## src/rtl/uart_tx_param.sv

```systemverilog
// Parameterised UART transmitter: start bit, DATA_BITS data bits LSB first, optional parity, STOP_BITS stop bits.
// Optional parity bit and parity_odd port are enabled by defining UART_TX_PARITY_EN.
module uart_tx_param #(
    parameter int DATA_BITS    = 8,
    parameter int CLKS_PER_BIT = 16,
    parameter int STOP_BITS    = 1
) (
    input  logic                 clk,
    input  logic                 rst,
    input  logic                 tx_start,
    input  logic [DATA_BITS-1:0] data_in,
`ifdef UART_TX_PARITY_EN
    input  logic                 parity_odd,
`endif
    output logic                 tx,
    output logic                 busy,
    output logic                 tx_done
);

    localparam int BAUD_W = ($clog2(CLKS_PER_BIT) > 1) ? $clog2(CLKS_PER_BIT) : 1;
    localparam int BIT_W  = 4;

    localparam logic [BAUD_W-1:0] BAUD_LAST = BAUD_W'(CLKS_PER_BIT - 1);
    localparam logic [BAUD_W-1:0] BAUD_ZERO = {BAUD_W{1'b0}};
    localparam logic [BAUD_W-1:0] BAUD_ONE  = BAUD_W'(1);
    localparam logic [BIT_W-1:0]  DATA_LAST = BIT_W'(DATA_BITS - 1);
    localparam logic [BIT_W-1:0]  STOP_LAST = BIT_W'(STOP_BITS - 1);

    typedef enum logic [2:0] {
        IDLE   = 3'd0,
        START  = 3'd1,
        DATA   = 3'd2,
`ifdef UART_TX_PARITY_EN
        PARITY = 3'd3,
`endif
        STOP   = 3'd4
    } state_t;

    state_t                 state_q, state_d;
    logic [BAUD_W-1:0]      baud_q,  baud_d;
    logic [BIT_W-1:0]       bit_q,   bit_d;
    logic [DATA_BITS-1:0]   shift_q, shift_d;
    logic                   tx_q,    tx_d;
    logic                   busy_q,  busy_d;
    logic                   done_q,  done_d;
    logic                   baud_wrap_s;
`ifdef UART_TX_PARITY_EN
    logic                   par_q,   par_d;
`endif

    assign baud_wrap_s = (baud_q == BAUD_LAST);

    // State, counters and registered outputs
    always_ff @(posedge clk or posedge rst) begin
        if (rst) begin
            state_q <= IDLE;
            baud_q  <= BAUD_ZERO;
            bit_q   <= {BIT_W{1'b0}};
            shift_q <= {DATA_BITS{1'b0}};
            tx_q    <= 1'b1;
            busy_q  <= 1'b0;
            done_q  <= 1'b0;
`ifdef UART_TX_PARITY_EN
            par_q   <= 1'b0;
`endif
        end else begin
            state_q <= state_d;
            baud_q  <= baud_d;
            bit_q   <= bit_d;
            shift_q <= shift_d;
            tx_q    <= tx_d;
            busy_q  <= busy_d;
            done_q  <= done_d;
`ifdef UART_TX_PARITY_EN
            par_q   <= par_d;
`endif
        end
    end

    // Next-state logic; tx_d is the line level for the coming cycle so tx stays a flop output
    always_comb begin
        state_d = state_q;
        baud_d  = baud_q;
        bit_d   = bit_q;
        shift_d = shift_q;
        tx_d    = 1'b1;
        busy_d  = 1'b1;
        done_d  = 1'b0;
`ifdef UART_TX_PARITY_EN
        par_d   = par_q;
`endif
        case (state_q)
            IDLE: begin
                busy_d = 1'b0;
                baud_d = BAUD_ZERO;
                bit_d  = {BIT_W{1'b0}};
                if (tx_start) begin
                    state_d = START;
                    shift_d = data_in;
                    tx_d    = 1'b0;
                    busy_d  = 1'b1;
`ifdef UART_TX_PARITY_EN
                    par_d   = (^data_in) ^ parity_odd;
`endif
                end else begin
                    state_d = IDLE;
                end
            end
            START: begin
                tx_d = 1'b0;
                if (baud_wrap_s) begin
                    baud_d  = BAUD_ZERO;
                    bit_d   = {BIT_W{1'b0}};
                    state_d = DATA;
                    tx_d    = shift_q[0];
                end else begin
                    baud_d = baud_q + BAUD_ONE;
                end
            end
            DATA: begin
                tx_d = shift_q[0];
                if (baud_wrap_s) begin
                    baud_d = BAUD_ZERO;
                    if (bit_q == DATA_LAST) begin
                        bit_d   = {BIT_W{1'b0}};
`ifdef UART_TX_PARITY_EN
                        state_d = PARITY;
                        tx_d    = par_q;
`else
                        state_d = STOP;
                        tx_d    = 1'b1;
`endif
                    end else begin
                        bit_d   = bit_q + 4'd1;
                        shift_d = shift_q >> 1;
                        tx_d    = shift_q[1];
                    end
                end else begin
                    baud_d = baud_q + BAUD_ONE;
                end
            end
`ifdef UART_TX_PARITY_EN
            PARITY: begin
                tx_d = par_q;
                if (baud_wrap_s) begin
                    baud_d  = BAUD_ZERO;
                    bit_d   = {BIT_W{1'b0}};
                    state_d = STOP;
                    tx_d    = 1'b1;
                end else begin
                    baud_d = baud_q + BAUD_ONE;
                end
            end
`endif
            STOP: begin
                tx_d = 1'b1;
                if (baud_wrap_s) begin
                    baud_d = BAUD_ZERO;
                    if (bit_q == STOP_LAST) begin
                        bit_d   = {BIT_W{1'b0}};
                        state_d = IDLE;
                        busy_d  = 1'b0;
                        done_d  = 1'b1;
                    end else begin
                        bit_d = bit_q + 4'd1;
                    end
                end else begin
                    baud_d = baud_q + BAUD_ONE;
                end
            end
            default: begin
                // Unreachable encodings recover to a quiet idle line
                state_d = IDLE;
                baud_d  = BAUD_ZERO;
                bit_d   = {BIT_W{1'b0}};
                shift_d = {DATA_BITS{1'b0}};
                tx_d    = 1'b1;
                busy_d  = 1'b0;
                done_d  = 1'b0;
            end
        endcase
    end

    assign tx      = tx_q;
    assign busy    = busy_q;
    assign tx_done = done_q;

endmodule

```

## config.mk

```make
export PLATFORM = sky130hd
export DESIGN_NAME = uart_tx_param
export DESIGN_NICKNAME = d
export VERILOG_FILES = /design/src/rtl/uart_tx_param.sv
export SDC_FILE = /design/constraint.sdc
export NUM_CORES = 1
export LEC_CHECK = 0
export ABC_AREA = 1
export CAP_MARGIN = 20
export CORE_ASPECT_RATIO = 0.7
export CORE_UTILIZATION = 35
export CTS_CLUSTER_DIAMETER = 30
export DETAILED_ROUTE_END_ITERATION = 8
export PLACE_DENSITY = 0.51
export SETUP_SLACK_MARGIN = 0.4
export SYNTH_ARGS = -nofsm -noshare
export SYNTH_HDL_FRONTEND = slang
export SYNTH_SLANG_ARGS = --single-unit
```

## constraint.sdc

```tcl
create_clock -name clk -period 1.4 [get_ports clk]
set_input_delay 0.35 -clock clk [delete_from_list [all_inputs] [get_ports clk]]
set_output_delay 0.35 -clock clk [all_outputs]
set_load 0.05 [all_outputs]
```

==> summary.txt, run 1 <==
=====================================================================================
Run status                                                               complete, but fails checks
Failing checks                                                           setup timing
Mean post-synth cell area                                                    7.88 µm²
Last weighted congestion value of the routability-driven placer                 0.741
# setup viols final                                                                 8
FP Rows                                                                            17
Pwr dens                                                                   581 mW/mm²
Max-capacitance violation count                                                     0
Fraction of synthesized cell area in xor and xnor cells                        0.0140
Sequential cell area fraction in the yosys report                               0.441
Data required, critical path                                                  1.56 ns
Post-detailed-route count of antenna-violating nets                                 0
Leakage power summed over all cells                                          0.927 nW
Final Cycle Share                                                                1.03
Setup repair after global routing missed its margin                              true
Share of post-route cells with drive strength above 1                           0.418
Highest fanout seen on the critical path                                            8
Number of distinct library cells after synthesis                                   27
Starting DRT DRC Count                                                             38
Routed wirelength normalized by instance count                                12.0 µm
Final hold viol count                                                               0
Syn Nets                                                                          173
Area inside the core boundary                                             0.00328 mm²
Highest ir drop seen on vdd                                                  0.571 mV
Wire length of the first global-routing pass                                  5.09 mm
Top library cells by usage in the layout, fill and taps aside            52 x sky130_fd_sc_hd__nand2_1, 19 x sky130_fd_sc_hd__dfrtp_1, 13 x sky130_fd_sc_hd__nand2_2, 13 x sky130_fd_sc_hd__buf_4, 12 x sky130_fd_sc_hd__nand3_1
Area growth, synth to finish                                                    51.3%
Remaining Overflow, GRT                                                             0
Chip Height                                                                   52.1 µm
Final-report max-slew violation count                                               0
Antenna violations before repair                                                    0
Layout Cell Area excl Fill                                                0.00190 mm²
Final setup margin                                                         -0.0422 ns
Synth Warn #                                                                        0
Signal arrival time at the worst endpoint                                     1.60 ns
Cell area after placement                                                 0.00154 mm²
Cell at the root of the clock tree                                       sky130_fd_sc_hd__clkbuf_8
TritonCTS clock tree                                                             done
Residual DRC                                                                        0
Pre-Repair DR Iteration Count                                                       4
Final antenna diode count                                                           0
Clock-pin transition on the worst setup and hold timing paths                 0.08 ns
Worst-Margin Slew                                                            0.277 ns
#FFs+latches synth                                                                 22
Routed vias                                                                      1143
Highest Clock Rate                                                            693 MHz
Most frequent standard cell in the layout excluding fill and tap cells   sky130_fd_sc_hd__nand2_1
Sinks on Clock Net                                                                 22
Skew-Pair Late Insertion Delay                                                0.26 ns
Synthesized instance count                                                        159
Hold-fix buffer count after cts                                                     0
GRT Util Overall                                                                0.177
Post-synthesis simple-gate area fraction                                        0.393
Via-to-Cell Ratio                                                                4.70
Initial core utilization                                                        0.382
Total Wirelength                                                              2.91 mm
Worst setup SP type                                                              flop
Half-perimeter wire length of the detailed placement result                   1.99 mm
Critical path start-end classification                                   flop to flop
Vias in the first global route                                                   1147
Width of the die                                                              73.5 µm
Hold WC Path Type                                                        primary input to async pin
Critical Path End Type                                                           flop
Max clock buf depth                                                                 2
Post-synthesis adder-cell area fraction                                        0.0300
Normalized max-slew margin                                                      0.815
Final design utilization                                                        0.579
Combinational family with the most area after synthesis                  simple AND/OR/NAND/NOR gates
Final worst hold slack                                                       0.400 ns
Share of synthesized area spent on multiplexers                                     0
Overall Power                                                               0.00110 W
Largest net degree at the start of global routing                                  23
Final net count                                                                   211
Fraction of the mapped netlist area in compound gates                          0.0559
Number of levels in the clock H-tree                                                1
Die footprint                                                             0.00383 mm²
Final clock skew                                                           0.00127 ns
Post-synth design cell area                                               0.00125 mm²
Total I/O pin count                                                                14
Num CTS Buffers                                                                     3
Min Tclk post-route                                                           1.44 ns
IO Port Bufs                                                                       13
=====================================================================================
==> worst paths after layout <==
check	startpoint	endpoint	slack (ns)	depth (start not counted)
max	bit_q[1]	shift_q[4]	-0.04	8
min	rst	bit_q[3]	0.40	3
max reg2reg	bit_q[1]	shift_q[4]	-0.04	8
min reg2reg	shift_q[4]	shift_q[4]	0.48	2
max in group asynchronous	rst	tx	0.78	3
min in group clk	shift_q[4]	shift_q[4]	0.48	2
==> per-stage QoR <==
stage | worst slack [ns] | cells | TNS [ns]
global route | -0.0987 | 243 | -0.943
detailed placement | -0.116 | 223 | -0.880
global placement | -0.109 | 223 | -0.698
finish | -0.0422 | 243 | -0.268
CTS | 0.00762 | 238 | 0
floorplan | 0.133 | 159 | 0
==> state kept, by name (all words and copies together), names as in the netlist <==
signal and count:
state_q 3, tx_done 1, baud_q 4, bit_q 4, busy 1, tx 1
shift_q 8
==> cell usage after synthesis <==
| master | n | area [µm²] |
|---|---|---|
| sky130_fd_sc_hd__nand2_1 | 63 | 236 |
| sky130_fd_sc_hd__dfrtp_1 | 21 | 526 |
| sky130_fd_sc_hd__nand3_1 | 19 | 95.1 |
| sky130_fd_sc_hd__inv_1 | 11 | 41.3 |
| sky130_fd_sc_hd__nor2_1 | 7 | 26.3 |
| sky130_fd_sc_hd__inv_2 | 4 | 15.0 |
| sky130_fd_sc_hd__ha_1 | 3 | 37.5 |
| sky130_fd_sc_hd__nand2_2 | 3 | 18.8 |
| sky130_fd_sc_hd__nor2_2 | 3 | 18.8 |
| sky130_fd_sc_hd__a21oi_4 | 2 | 32.5 |
| sky130_fd_sc_hd__buf_6 | 2 | 22.5 |
| sky130_fd_sc_hd__nand2_4 | 2 | 22.5 |
| sky130_fd_sc_hd__nand4_1 | 2 | 12.5 |
| sky130_fd_sc_hd__nor3_1 | 2 | 10.0 |
| sky130_fd_sc_hd__o21ai_1 | 2 | 10.0 |
| sky130_fd_sc_hd__xor2_1 | 2 | 17.5 |
| sky130_fd_sc_hd__a21oi_2 | 1 | 8.76 |
| sky130_fd_sc_hd__buf_2 | 1 | 5.00 |
| sky130_fd_sc_hd__dfstp_2 | 1 | 26.3 |
| sky130_fd_sc_hd__nand3_2 | 1 | 10.0 |
| sky130_fd_sc_hd__nand3_4 | 1 | 17.5 |
| sky130_fd_sc_hd__nor2_4 | 1 | 11.3 |
| sky130_fd_sc_hd__o211ai_1 | 1 | 7.51 |
| sky130_fd_sc_hd__o21ai_0 | 1 | 5.00 |
| sky130_fd_sc_hd__o22ai_1 | 1 | 6.26 |
| sky130_fd_sc_hd__or2_1 | 1 | 6.26 |
| sky130_fd_sc_hd__or2_2 | 1 | 6.26 |
==> timing repair <==
action | CTS | global route
pin swaps | 5 | 12
endpoints found under the setup margin | 25 | 25
gates cloned | 0 | 0
gates resized for setup | 22 | 17
buffers inserted | 11 | 5
==> where the power goes <==
part | switching, W | leakage, nW | total, W | internal, W
clock | 0.000208 | 0.0228 | 0.000411 | 0.000203
sequential | 0.000000745 | 0.281 | 0.000637 | 0.000636
combinational | 0.0000213 | 0.624 | 0.0000527 | 0.0000314
total | 0.000230 | 0.927 | 0.00110 | 0.000871
==> worst max-delay path: stages, from the launching register on <==
cell                      delay [ns]
sky130_fd_sc_hd__dfrtp_1        0.41
sky130_fd_sc_hd__ha_2           0.21
sky130_fd_sc_hd__nand2_2        0.09
sky130_fd_sc_hd__nor2_4         0.05
sky130_fd_sc_hd__buf_12         0.13
sky130_fd_sc_hd__a21oi_4        0.20
sky130_fd_sc_hd__nand2_4        0.12
sky130_fd_sc_hd__nand2_1        0.09
sky130_fd_sc_hd__nand2_1        0.05
==> logic make-up (layout without fill, tap and decap cells) <==
group / after synthesis / count (layout)
AOI/OAI and AO/OA: 8 / 8
and+or+nand+nor: 106 / 106
adders and majority gates: 3 / 3
DFF: 22 / 22
buffers and inverters: 18 / 55
xor gates and xnor gates: 2 / 2
==> layer usage <==
metal | vias up | track usage | wire (µm)
li1 | 580 | - | -
met1 | 549 | 0.234 | 1440
met2 | 12 | 0.295 | 1390
met3 | 2 | 0.0465 | 72
met4 | 0 | 0.0288 | 7
met5 | - | 0 | 0
==> final cells by class <==
class                      instances  area, µm²
fill                             301       1380
timing repair buffer              36        405
inverter                          15       58.8
sequential                        22        554
clock buffer                       4       45.0
tap                               47       58.8
multi-input combinational        119        773
Note: power is estimated with default switching activity, not from simulation.
==> run 2, diff against run 1 <==
--- a/config.mk
+++ b/config.mk
@@ -11,6 +11,7 @@
 export CORE_UTILIZATION = 35
 export CTS_CLUSTER_DIAMETER = 30
 export DETAILED_ROUTE_END_ITERATION = 8
+export MAX_ROUTING_LAYER = met4
 export PLACE_DENSITY = 0.51
 export SETUP_SLACK_MARGIN = 0.4
 export SYNTH_ARGS = -nofsm -noshare
==> run 2 against run 1 <==
- the run still ends with setup timing left
- fmax did not move
- sequential cell count did not move
- critical path depth did not move
- sequential power barely moved
- clock skew unchanged
- final cell count stayed put
- setup slack stayed put
- core utilization unchanged
- combinational power about the same
- largest cell class unchanged
- highest routed layer unchanged
==> summary.txt, run 2 (synthesis results as in run 1) <==
=====================================================================================
Hold WC Path Type                                                        primary input to async pin   unchanged
Layout Cell Area excl Fill                                                0.00190 mm²   unchanged
Vias in the first global route                                                   1141   was 1147
Clock-pin transition on the worst setup and hold timing paths                 0.08 ns   about the same
Registers with the most flip-flops                                       shift_q x8, baud_q x4, bit_q x4   unchanged
Final design utilization                                                        0.579   unchanged
Count of cells along the worst register-to-register path                            8   unchanged
Final hold viol count                                                               0   unchanged
Cell at the root of the clock tree                                       sky130_fd_sc_hd__clkbuf_8   unchanged
Half-perimeter wire length of the detailed placement result                   1.99 mm   unchanged
FP Rows                                                                            17   unchanged
Largest register FFs                                                                8   unchanged
Most frequent standard cell in the layout excluding fill and tap cells   sky130_fd_sc_hd__nand2_1   unchanged
Pre-Repair DR Iteration Count                                                       4   unchanged
Wire length of the first global-routing pass                                  5.10 mm   was 5.09 mm
Cell area after placement                                                 0.00154 mm²   unchanged
Reg2Reg Launch Point                                                         bit_q[1]   unchanged
Routed wirelength normalized by instance count                                12.0 µm   about the same
Worst Setup EP                                                             shift_q[4]   unchanged
Routed vias                                                                      1144   was 1143
Total I/O pin count                                                                14   unchanged
Area growth, synth to finish                                                    51.3%   unchanged
Share of post-route cells with drive strength above 1                           0.418   unchanged
Leakage power summed over all cells                                          0.927 nW   unchanged
Hold-fix buffer count after cts                                                     0   unchanged
Final Cycle Share                                                                1.03   unchanged
Top library cells by usage in the layout, fill and taps aside            52 x sky130_fd_sc_hd__nand2_1, 19 x sky130_fd_sc_hd__dfrtp_1, 13 x sky130_fd_sc_hd__nand2_2, 13 x sky130_fd_sc_hd__buf_4, 12 x sky130_fd_sc_hd__nand3_1   unchanged
Worst setup SP type                                                              flop   unchanged
Number of levels in the clock H-tree                                                1   unchanged
Overall Power                                                               0.00110 W   unchanged
Chip Height                                                                   52.1 µm   unchanged
Residual DRC                                                                        0   unchanged
Critical Path End Type                                                           flop   unchanged
Slack of the worst reg-to-reg path                                           -0.04 ns   about the same
Starting DRT DRC Count                                                             49   was 38
Sinks on Clock Net                                                                 22   unchanged
Worst-Margin Slew                                                            0.277 ns   unchanged
Antenna violations before repair                                                    0   unchanged
# setup viols final                                                                 8   unchanged
Highest Clock Rate                                                            693 MHz   unchanged
Critical path start-end classification                                   flop to flop   unchanged
Highest fanout seen on the critical path                                            8   unchanged
Final net count                                                                   211   unchanged
IO Port Bufs                                                                       13   unchanged
Setup repair after global routing missed its margin                              true   unchanged
Failing checks                                                           setup timing   unchanged
Area inside the core boundary                                             0.00328 mm²   unchanged
Max clock buf depth                                                                 2   unchanged
Run status                                                               complete, but fails checks   unchanged
Last weighted congestion value of the routability-driven placer                 0.750   was 0.741
Initial core utilization                                                        0.382   unchanged
Final antenna diode count                                                           0   unchanged
Highest ir drop seen on vdd                                                  0.571 mV   unchanged
Worst reg2reg path endpoint                                                shift_q[4]   unchanged
Post-detailed-route count of antenna-violating nets                                 0   unchanged
Remaining Overflow, GRT                                                             0   unchanged
Normalized max-slew margin                                                      0.815   unchanged
Data required, critical path                                                  1.56 ns   about the same
Width of the die                                                              73.5 µm   unchanged
GRT Util Overall                                                                0.182   was 0.177
Via-to-Cell Ratio                                                                4.71   was 4.70
Final setup margin                                                         -0.0422 ns   unchanged
Total Wirelength                                                              2.91 mm   about the same
Num CTS Buffers                                                                     3   unchanged
TritonCTS clock tree                                                             done   unchanged
Die footprint                                                             0.00383 mm²   unchanged
Final clock skew                                                           0.00127 ns   unchanged
Launching instance or port of the critical path                              bit_q[1]   unchanged
Min Tclk post-route                                                           1.44 ns   unchanged
Signal arrival time at the worst endpoint                                     1.60 ns   about the same
Final-report max-slew violation count                                               0   unchanged
Register bank with the most flops                                             shift_q   unchanged
Largest net degree at the start of global routing                                  23   unchanged
Skew-Pair Late Insertion Delay                                                0.26 ns   about the same
Max-capacitance violation count                                                     0   unchanged
Pwr dens                                                                   581 mW/mm²   unchanged
=====================================================================================
run 2: how the worst min path moves through the flow:
stage	endpoint	from	slack (ns)	depth (start not counted)
6_report	bit_q[3]	rst	0.40	3
5_1_grt	bit_q[2]	rst	0.42	3
4_1_cts	shift_q[5]	rst	0.40	3
3_5_place_dp	shift_q[4]	shift_q[4]	0.46	2
3_3_place_gp	shift_q[5]	shift_q[5]	0.46	2
2_1_floorplan	baud_q[0]	rst	0.34	1
run 2: report_power, final:
group          switching, W  internal, W
Combinational     0.0000213    0.0000314
Sequential      0.000000745     0.000636
Clock              0.000208     0.000203
run 2: area by class of cell:
type,count,area (µm²)
multi-input combinational,119,773
timing repair buffer,36,405
tap,47,58.8
sequential,22,554
clock buffer,4,45.0
inverter,15,58.8
fill,301,1380
run 2: critical path: stages, from the launching register on:
cell	delay [ns]
sky130_fd_sc_hd__dfrtp_1	0.41
sky130_fd_sc_hd__ha_2	0.21
sky130_fd_sc_hd__nand2_2	0.09
sky130_fd_sc_hd__nor2_4	0.05
sky130_fd_sc_hd__buf_12	0.13
sky130_fd_sc_hd__a21oi_4	0.20
sky130_fd_sc_hd__nand2_4	0.12
sky130_fd_sc_hd__nand2_1	0.09
sky130_fd_sc_hd__nand2_1	0.05
run 2: through the flow:
stage / setup WS [ns] / cells / hold slack [ns] / setup TNS [ns]
2_1_floorplan: 0.133 / 159 / 0.338 / 0
3_3_place_gp: -0.109 / 223 / 0.457 / -0.698
3_5_place_dp: -0.116 / 223 / 0.460 / -0.880
4_1_cts: 0.00762 / 238 / 0.399 / 0
5_1_grt: -0.0987 / 243 / 0.420 / -0.943
6_report: -0.0422 / 243 / 0.400 / -0.268
run 2: what timing repair did:
item,in CTS,in global routing
setup buffers,11,5
gates resized for setup,22,17
endpoints found under the setup margin,25,25
pin swaps,5,12
run 2: routing by layer:
metal,part of all wire,vias up,track usage
li1,-,580,-
met1,0.50,550,0.236
met2,0.47,12,0.295
met3,0.025,2,0.0465
met4,0.0024,0,0.0288
met5,0,-,-
